==> config.mk <==
export PLATFORM = sky130hd
export DESIGN_NAME = conv_window_ctrl_flat
export DESIGN_NICKNAME = d
export VERILOG_FILES = /design/src/rtl/conv_pkg.sv /design/src/rtl/conv_window_ctrl_if.sv /design/src/rtl/line_buffer_en.sv /design/src/rtl/conv_window_ctrl.sv /design/src/flat_wrapper.sv
export SDC_FILE = /design/constraint.sdc
export NUM_CORES = 1
export LEC_CHECK = 0
export BUFFER_PORTS_ARGS = -buffer_cell sky130_fd_sc_hd__buf_4
export CAP_MARGIN = 30
export CORE_MARGIN = 4
export CORE_UTILIZATION = 35
export CTS_CLUSTER_DIAMETER = 120
export DETAILED_ROUTE_END_ITERATION = 10
export GPL_TIMING_DRIVEN = 0
export PLACE_DENSITY = 0.52
export SYNTH_ARGS = -nofsm -noshare
export SYNTH_HDL_FRONTEND = slang
export SYNTH_HIERARCHICAL = 1
export SYNTH_SLANG_ARGS = --single-unit
==> constraint.sdc <==
create_clock -name clk -period 8.4 [get_ports clk]
set_input_delay 0 -clock clk [delete_from_list [all_inputs] [get_ports clk]]
set_output_delay 0 -clock clk [all_outputs]
set_load 0.05 [all_outputs]
==> src/rtl/conv_pkg.sv <==
// rtl/conv_pkg.sv - shared state, tap count and window ordering for the 3x3 window front end
package conv_pkg;

    typedef enum logic [1:0] {
        IDLE   = 2'd0,
        STREAM = 2'd1,
        DRAIN  = 2'd2
    } conv_state_t;

    localparam int WIN_TAPS = 9;
    localparam int WIN_DIM  = 3;

    // Lane of a tap in the flattened window; offsets count back from the newest pixel,
    // so (0,0) is the LSB lane and (2,2), the oldest pixel, is the MSB lane.
    function automatic int tap_slot(input int row_back, input int col_back);
        return row_back * WIN_DIM + col_back;
    endfunction

    function automatic int idx_width(input int depth);
        return (depth > 1) ? $clog2(depth) : 1;
    endfunction

endpackage

==> src/rtl/conv_window_ctrl_if.sv <==
// rtl/conv_window_ctrl_if.sv - pixel-in and window-out handshakes of the window sequencer
interface conv_window_ctrl_if #(
    parameter int DATA_WIDTH = 16,
    parameter int IMG_WIDTH  = 4,
    parameter int IMG_HEIGHT = 4
);
    import conv_pkg::*;

    localparam int ROW_W = idx_width(IMG_HEIGHT);
    localparam int COL_W = idx_width(IMG_WIDTH);

    logic                           in_valid;
    logic signed [DATA_WIDTH-1:0]   in_data;
    logic                           in_ready;
    logic                           win_valid;
    logic                           win_ready;
    logic [WIN_TAPS*DATA_WIDTH-1:0] win_data;
    logic [ROW_W-1:0]               win_row;
    logic [COL_W-1:0]               win_col;

    modport master (
        output in_valid, in_data, win_ready,
        input  in_ready, win_valid, win_data, win_row, win_col
    );

    modport slave (
        input  in_valid, in_data, win_ready,
        output in_ready, win_valid, win_data, win_row, win_col
    );

endinterface

==> src/rtl/line_buffer_en.sv <==
// rtl/line_buffer_en.sv - 3x3 line buffer: two row delays feeding three 3-tap shifters, all gated by shift_en
module line_buffer_en
    import conv_pkg::*;
#(
    parameter int DATA_WIDTH = 16,
    parameter int IMG_WIDTH  = 4
) (
    input  logic                           clk,
    input  logic                           reset,
    input  logic                           shift_en,
    input  logic [DATA_WIDTH-1:0]          pixel,
    output logic [WIN_TAPS*DATA_WIDTH-1:0] window
);

    logic [DATA_WIDTH-1:0] row_dly1 [IMG_WIDTH];
    logic [DATA_WIDTH-1:0] row_dly2 [IMG_WIDTH];
    logic [DATA_WIDTH-1:0] taps     [WIN_DIM][WIN_DIM];
    logic [DATA_WIDTH-1:0] row_in   [WIN_DIM];

    // Each shifter is fed with the pixel that entered 0, W or 2W shifts ago.
    always_comb begin
        row_in[0] = pixel;
        row_in[1] = row_dly1[IMG_WIDTH-1];
        row_in[2] = row_dly2[IMG_WIDTH-1];
    end

    always_ff @(posedge clk or posedge reset) begin
        if (reset) begin
            for (int i = 0; i < IMG_WIDTH; i++) begin
                row_dly1[i] <= '0;
                row_dly2[i] <= '0;
            end
            for (int r = 0; r < WIN_DIM; r++) begin
                for (int c = 0; c < WIN_DIM; c++) begin
                    taps[r][c] <= '0;
                end
            end
        end else if (shift_en) begin
            row_dly1[0] <= pixel;
            row_dly2[0] <= row_dly1[IMG_WIDTH-1];
            for (int i = 1; i < IMG_WIDTH; i++) begin
                row_dly1[i] <= row_dly1[i-1];
                row_dly2[i] <= row_dly2[i-1];
            end
            for (int r = 0; r < WIN_DIM; r++) begin
                taps[r][0] <= row_in[r];
                for (int c = 1; c < WIN_DIM; c++) begin
                    taps[r][c] <= taps[r][c-1];
                end
            end
        end
    end

    for (genvar r = 0; r < WIN_DIM; r++) begin : g_row
        for (genvar c = 0; c < WIN_DIM; c++) begin : g_col
            assign window[tap_slot(r, c)*DATA_WIDTH +: DATA_WIDTH] = taps[r][c];
        end
    end

endmodule

==> src/rtl/conv_window_ctrl.sv <==
// rtl/conv_window_ctrl.sv - raster pixel sequencer presenting legal 3x3 windows with backpressure
module conv_window_ctrl
    import conv_pkg::*;
#(
    parameter int DATA_WIDTH = 16,
    parameter int IMG_WIDTH  = 4,
    parameter int IMG_HEIGHT = 4
) (
    input  logic                clk,
    input  logic                reset,
    input  logic                start,
    conv_window_ctrl_if.slave   bus,
    output logic                busy,
    output logic                done
);

    localparam int ROW_W = idx_width(IMG_HEIGHT);
    localparam int COL_W = idx_width(IMG_WIDTH);

    localparam logic [ROW_W-1:0] ROW_LAST = ROW_W'(IMG_HEIGHT - 1);
    localparam logic [COL_W-1:0] COL_LAST = COL_W'(IMG_WIDTH - 1);
    localparam logic [ROW_W-1:0] ROW_MIN  = ROW_W'(2);
    localparam logic [COL_W-1:0] COL_MIN  = COL_W'(2);

    conv_state_t                    state;
    logic [ROW_W-1:0]               row;
    logic [COL_W-1:0]               col;
    logic                           win_valid_q;
    logic [ROW_W-1:0]               win_row_q;
    logic [COL_W-1:0]               win_col_q;
    logic [WIN_TAPS*DATA_WIDTH-1:0] window;
    logic                           in_ready_c;
    logic                           fire;
    logic                           consume;
    logic                           qualifies;
    logic                           last_pixel;

    // A pending window blocks the next shift so its taps stay frozen until taken.
    assign in_ready_c = (state == STREAM) && (!win_valid_q || bus.win_ready);
    assign fire       = bus.in_valid && in_ready_c;
    assign consume    = win_valid_q && bus.win_ready;
    assign qualifies  = (row >= ROW_MIN) && (col >= COL_MIN);
    assign last_pixel = (row == ROW_LAST) && (col == COL_LAST);

    assign bus.in_ready  = in_ready_c;
    assign bus.win_valid = win_valid_q;
    assign bus.win_row   = win_row_q;
    assign bus.win_col   = win_col_q;
    assign bus.win_data  = window;

    always_ff @(posedge clk or posedge reset) begin
        if (reset) begin
            state       <= IDLE;
            row         <= '0;
            col         <= '0;
            win_valid_q <= 1'b0;
            win_row_q   <= '0;
            win_col_q   <= '0;
            busy        <= 1'b0;
            done        <= 1'b0;
        end else begin
            done <= 1'b0;
            case (state)
                IDLE: begin
                    if (start) begin
                        state <= STREAM;
                        row   <= '0;
                        col   <= '0;
                        busy  <= 1'b1;
                    end
                end
                STREAM: begin
                    if (fire) begin
                        if (col == COL_LAST) begin
                            col <= '0;
                            row <= (row == ROW_LAST) ? '0 : row + 1'b1;
                        end else begin
                            col <= col + 1'b1;
                        end
                        if (last_pixel) begin
                            state <= DRAIN;
                        end
                    end
                end
                DRAIN: begin
                    if (!win_valid_q || bus.win_ready) begin
                        state <= IDLE;
                        busy  <= 1'b0;
                        done  <= 1'b1;
                    end
                end
                default: state <= IDLE;
            endcase

            // Qualification uses the position before this fire's increment.
            if (fire) begin
                win_valid_q <= qualifies;
                if (qualifies) begin
                    win_row_q <= row;
                    win_col_q <= col;
                end
            end else if (consume) begin
                win_valid_q <= 1'b0;
            end
        end
    end

    line_buffer_en #(
        .DATA_WIDTH (DATA_WIDTH),
        .IMG_WIDTH  (IMG_WIDTH)
    ) u_line_buffer (
        .clk      (clk),
        .reset    (reset),
        .shift_en (fire),
        .pixel    (bus.in_data),
        .window   (window)
    );

endmodule
==> src/flat_wrapper.sv <==
// flat-port wrapper written by rule: the top's interface ports become plain ports
module conv_window_ctrl_flat import conv_pkg::*;
#(
    parameter int DATA_WIDTH = 16,
    parameter int IMG_WIDTH  = 4,
    parameter int IMG_HEIGHT = 4
)
  (clk, reset, start, busy, done, bus_in_valid, bus_in_data, bus_win_ready, bus_in_ready, bus_win_valid, bus_win_data, bus_win_row, bus_win_col);
  conv_window_ctrl_if #(.DATA_WIDTH(DATA_WIDTH), .IMG_WIDTH(IMG_WIDTH), .IMG_HEIGHT(IMG_HEIGHT)) bus_i ();
  input  logic clk;
  input  logic reset;
  input  logic start;
  output logic busy;
  output logic done;
  input wire logic [$bits(bus_i.in_valid)-1:0] bus_in_valid;
  input wire logic [$bits(bus_i.in_data)-1:0] bus_in_data;
  input wire logic [$bits(bus_i.win_ready)-1:0] bus_win_ready;
  output wire logic [$bits(bus_i.in_ready)-1:0] bus_in_ready;
  output wire logic [$bits(bus_i.win_valid)-1:0] bus_win_valid;
  output wire logic [$bits(bus_i.win_data)-1:0] bus_win_data;
  output wire logic [$bits(bus_i.win_row)-1:0] bus_win_row;
  output wire logic [$bits(bus_i.win_col)-1:0] bus_win_col;
  assign bus_i.in_valid = bus_in_valid;
  assign bus_i.in_data = bus_in_data;
  assign bus_i.win_ready = bus_win_ready;
  assign bus_in_ready = bus_i.in_ready;
  assign bus_win_valid = bus_i.win_valid;
  assign bus_win_data = bus_i.win_data;
  assign bus_win_row = bus_i.win_row;
  assign bus_win_col = bus_i.win_col;
  conv_window_ctrl #(.DATA_WIDTH(DATA_WIDTH), .IMG_WIDTH(IMG_WIDTH), .IMG_HEIGHT(IMG_HEIGHT)) u_core (.clk(clk), .reset(reset), .start(start), .bus(bus_i), .busy(busy), .done(done));
endmodule
==> qor.csv <==
metric,value,unit
Fill cells,2095,
Syn Std Cell Area,8450,um^2
CP Cell Sequence,"and2b_1, and3_1, buf_6, buf_6, buf_6, buf_6, mux2_4",
Routability Congestion,0.726,
Cells after Synth,524,
# port buffers,172,
Die Y-Extent,163,um
top post-synthesis cells by area,"dfrtp_1, mux2_4, buf_4, mux2_2, buf_6",
Setup Crit Path Kind,flip-flop to flip-flop,
Worst Path Buf+Inv,4,
CP arrival,2230,ps
Clock Pin Slew Worst Setup and Hold Paths,70,ps
CP Max Fanout,10,
Mapped Nets,547,
total die area,26700,um^2
Area after DPL,10200,um^2
final worst-path cycle share,23.0,%
clk_lat worst skew,420,ps
Final Max Slew Viols,0,
Max Fclk,517,MHz
final hold vios,0,
drc violations,0,
via density per instance,4.21,
"most common cell after layout, fill and taps aside",buf_4,
Core ar.,23600,um^2
Initial DRC Count,157,
sequential share of the synthesized area,56.0,%
initial antenna violation count,0,
htree depth,4,
Layout area overhead,30.0,%
setup TNS,0,ps
vias in the first global route,4859,
Initial DRT Pass Iterations,4,
pin count of the biggest net entering global routing,94,
row count,56,
largest area contributor in the synthesized netlist,dfrtp_1,
Worst-Margin Slew,652,ps
Startpoint Class,flip-flop,
Yosys cell types,26,
Slew HR,56.5,%
initial core utilization,35.8,%
GR Overflow Total,0,
min cycle time layout,1930,ps
Post-CTS Setup Inserts,0,
post_cts resized,0,
Via Count,4491,
CP endpoint kind,flip-flop,
"commonest cells after routing, fill and taps aside","buf_4, dfrtp_1, mux2_4",
Setup Skew,11.1,ps
#FFs+latches synth,189,
Slowest cell on crit path,dfrtp_1,
Clock Sinks,189,
Crit path required time,8700,ps
"Setup violations, final",0,
I/O pins,173,
Worst path max stage delay,450,ps
Synth Area per Inst,16.1,um^2
antenna-violating nets left,0,
design area,11000,um^2
Synth top area share,56.0,%
Tot GR Track Use,12.4,%
CTS Buf Count,17,
unrepaired setup endpoints after global routing,false,
layout cell share with drive strength beyond 1,67.0,%
Worst path top cell family by delay,buffers and inverters,
CTS root buf,clkbuf_16,
WL final,16.1,mm
R2R setup slack,6470,ps
Synthesis Warnings,6,
crit-path most repeated cell,buf_6,
clk buf depth,2,
global-route wire length before repair,26.2,mm
dpl hpwl,12.0,mm
Final Net Count,759,
number of diodes,0,
WL per Instance,15.1,um
status,completed,
"Hold-fix buffers, CTS",20,
Chip Width,163,um
max-cap violations,0,
Hold Path Class,primary input to flip-flop,
CTS tree,built,
[worst paths after layout]
| kind | endpoint | cells past startpoint | startpoint |
|---|---|---|---|
| max | u_core/u_line_buffer/row_dly2[2]$_DFFE_PP0P_ | 7 | u_core/state[1]$_DFFE_PP0P_ |
| min | u_core/row[1]$_DFFE_PP0P_ | 4 | bus_in_valid |
| max reg2reg | u_core/u_line_buffer/row_dly2[2]$_DFFE_PP0P_ | 7 | u_core/state[1]$_DFFE_PP0P_ |
| min reg2reg | u_core/bus.win_row[1]$_DFFE_PP0P_ | 1 | u_core/bus.win_row[1]$_DFFE_PP0P_ |
| max in group asynchronous | u_core/u_line_buffer/window[55]$_DFFE_PP0P_ | 4 | reset |
| min in group asynchronous | u_core/bus.win_row[0]$_DFFE_PP0P_ | 3 | reset |
[cell families (layout without fill, tap and decap cells)]
| kind of cell | Yosys count | count (layout) | share of synthesized area [%] |
|---|---|---|---|
| buf+inv | 121 | 345 | 11.4 |
| mux | 179 | 179 | 30.1 |
| simple gates | 25 | 25 | 1.66 |
| fa+ha+maj | 2 | 2 | 0.296 |
| compound gates | 8 | 8 | 0.592 |
| flops | 189 | 189 | 56.0 |
[cell usage after synthesis]
cell type,number
dfrtp_1,189
mux2_4,142
buf_4,96
mux2_2,36
buf_6,19
nand2_1,5
nor2_1,4
buf_2,3
inv_1,3
nand2b_1,3
nand3_1,3
nor3_1,3
o21ai_0,3
and3_1,2
ha_1,2
a21oi_1,1
a22o_1,1
a31oi_1,1
and2b_1,1
mux2i_1,1
nand3_4,1
nand4_1,1
nor2b_1,1
nor3b_1,1
o22ai_1,1
o41ai_1,1
[state kept, by name, summed over array words and instances, names as in the netlist, 2 cells and up]
name,count
u_core/bus.win_row,2
u_core/row,2
u_core/state,2
u_core/u_line_buffer/window,128
u_core/bus.win_col,2
u_core/u_line_buffer/row_dly1,16
u_core/col,2
u_core/u_line_buffer/row_dly2,32
[worst register-to-register path: stages (launching register included)]
cell and delay [ps]:
dfrtp_1 450, and2b_1 240, and3_1 170, buf_6 130, buf_6 110, buf_6 160
buf_6 220, mux2_4 320
[per-layer routing]
layer	GRT usage (%)	vias up	wire, um
li1	-	2143	-
met1	16.4	2204	7310
met2	19.9	134	7660
met3	3.73	10	994
met4	3.55	0	189
met5	0	-	0
[per-stage QoR]
step	utilization (%)	instances	setup WS (ps)	hold WS, ps
6_report	46.6	1067	6470	45.0
5_1_grt	46.6	1067	6390	61.4
4_1_cts	46.6	1067	6450	11.2
3_5_place_dp	43.1	1016	6470	116
3_3_place_gp	43.0	1015	1590	48.3
2_1_floorplan	-	524	3630	-123
[final cells by class]
| type | count | area [um^2] | share of cell area, % |
|---|---|---|---|
| multi-input combinational | 214 | 2760 | 25.1 |
| sequential | 189 | 4730 | 43.0 |
| inverter | 3 | 18.8 | 0.171 |
| buffer | 118 | 950 | 8.64 |
| clock buffer | 20 | 457 | 4.15 |
| clock inverter | 11 | 156 | 1.42 |
| timing repair buffer | 193 | 1520 | 13.8 |
| tap | 319 | 399 | 3.63 |
Power is left out: the tool's default activity adds up to more than one toggle a clock period on the data nets, which glitch-free logic cannot reach.
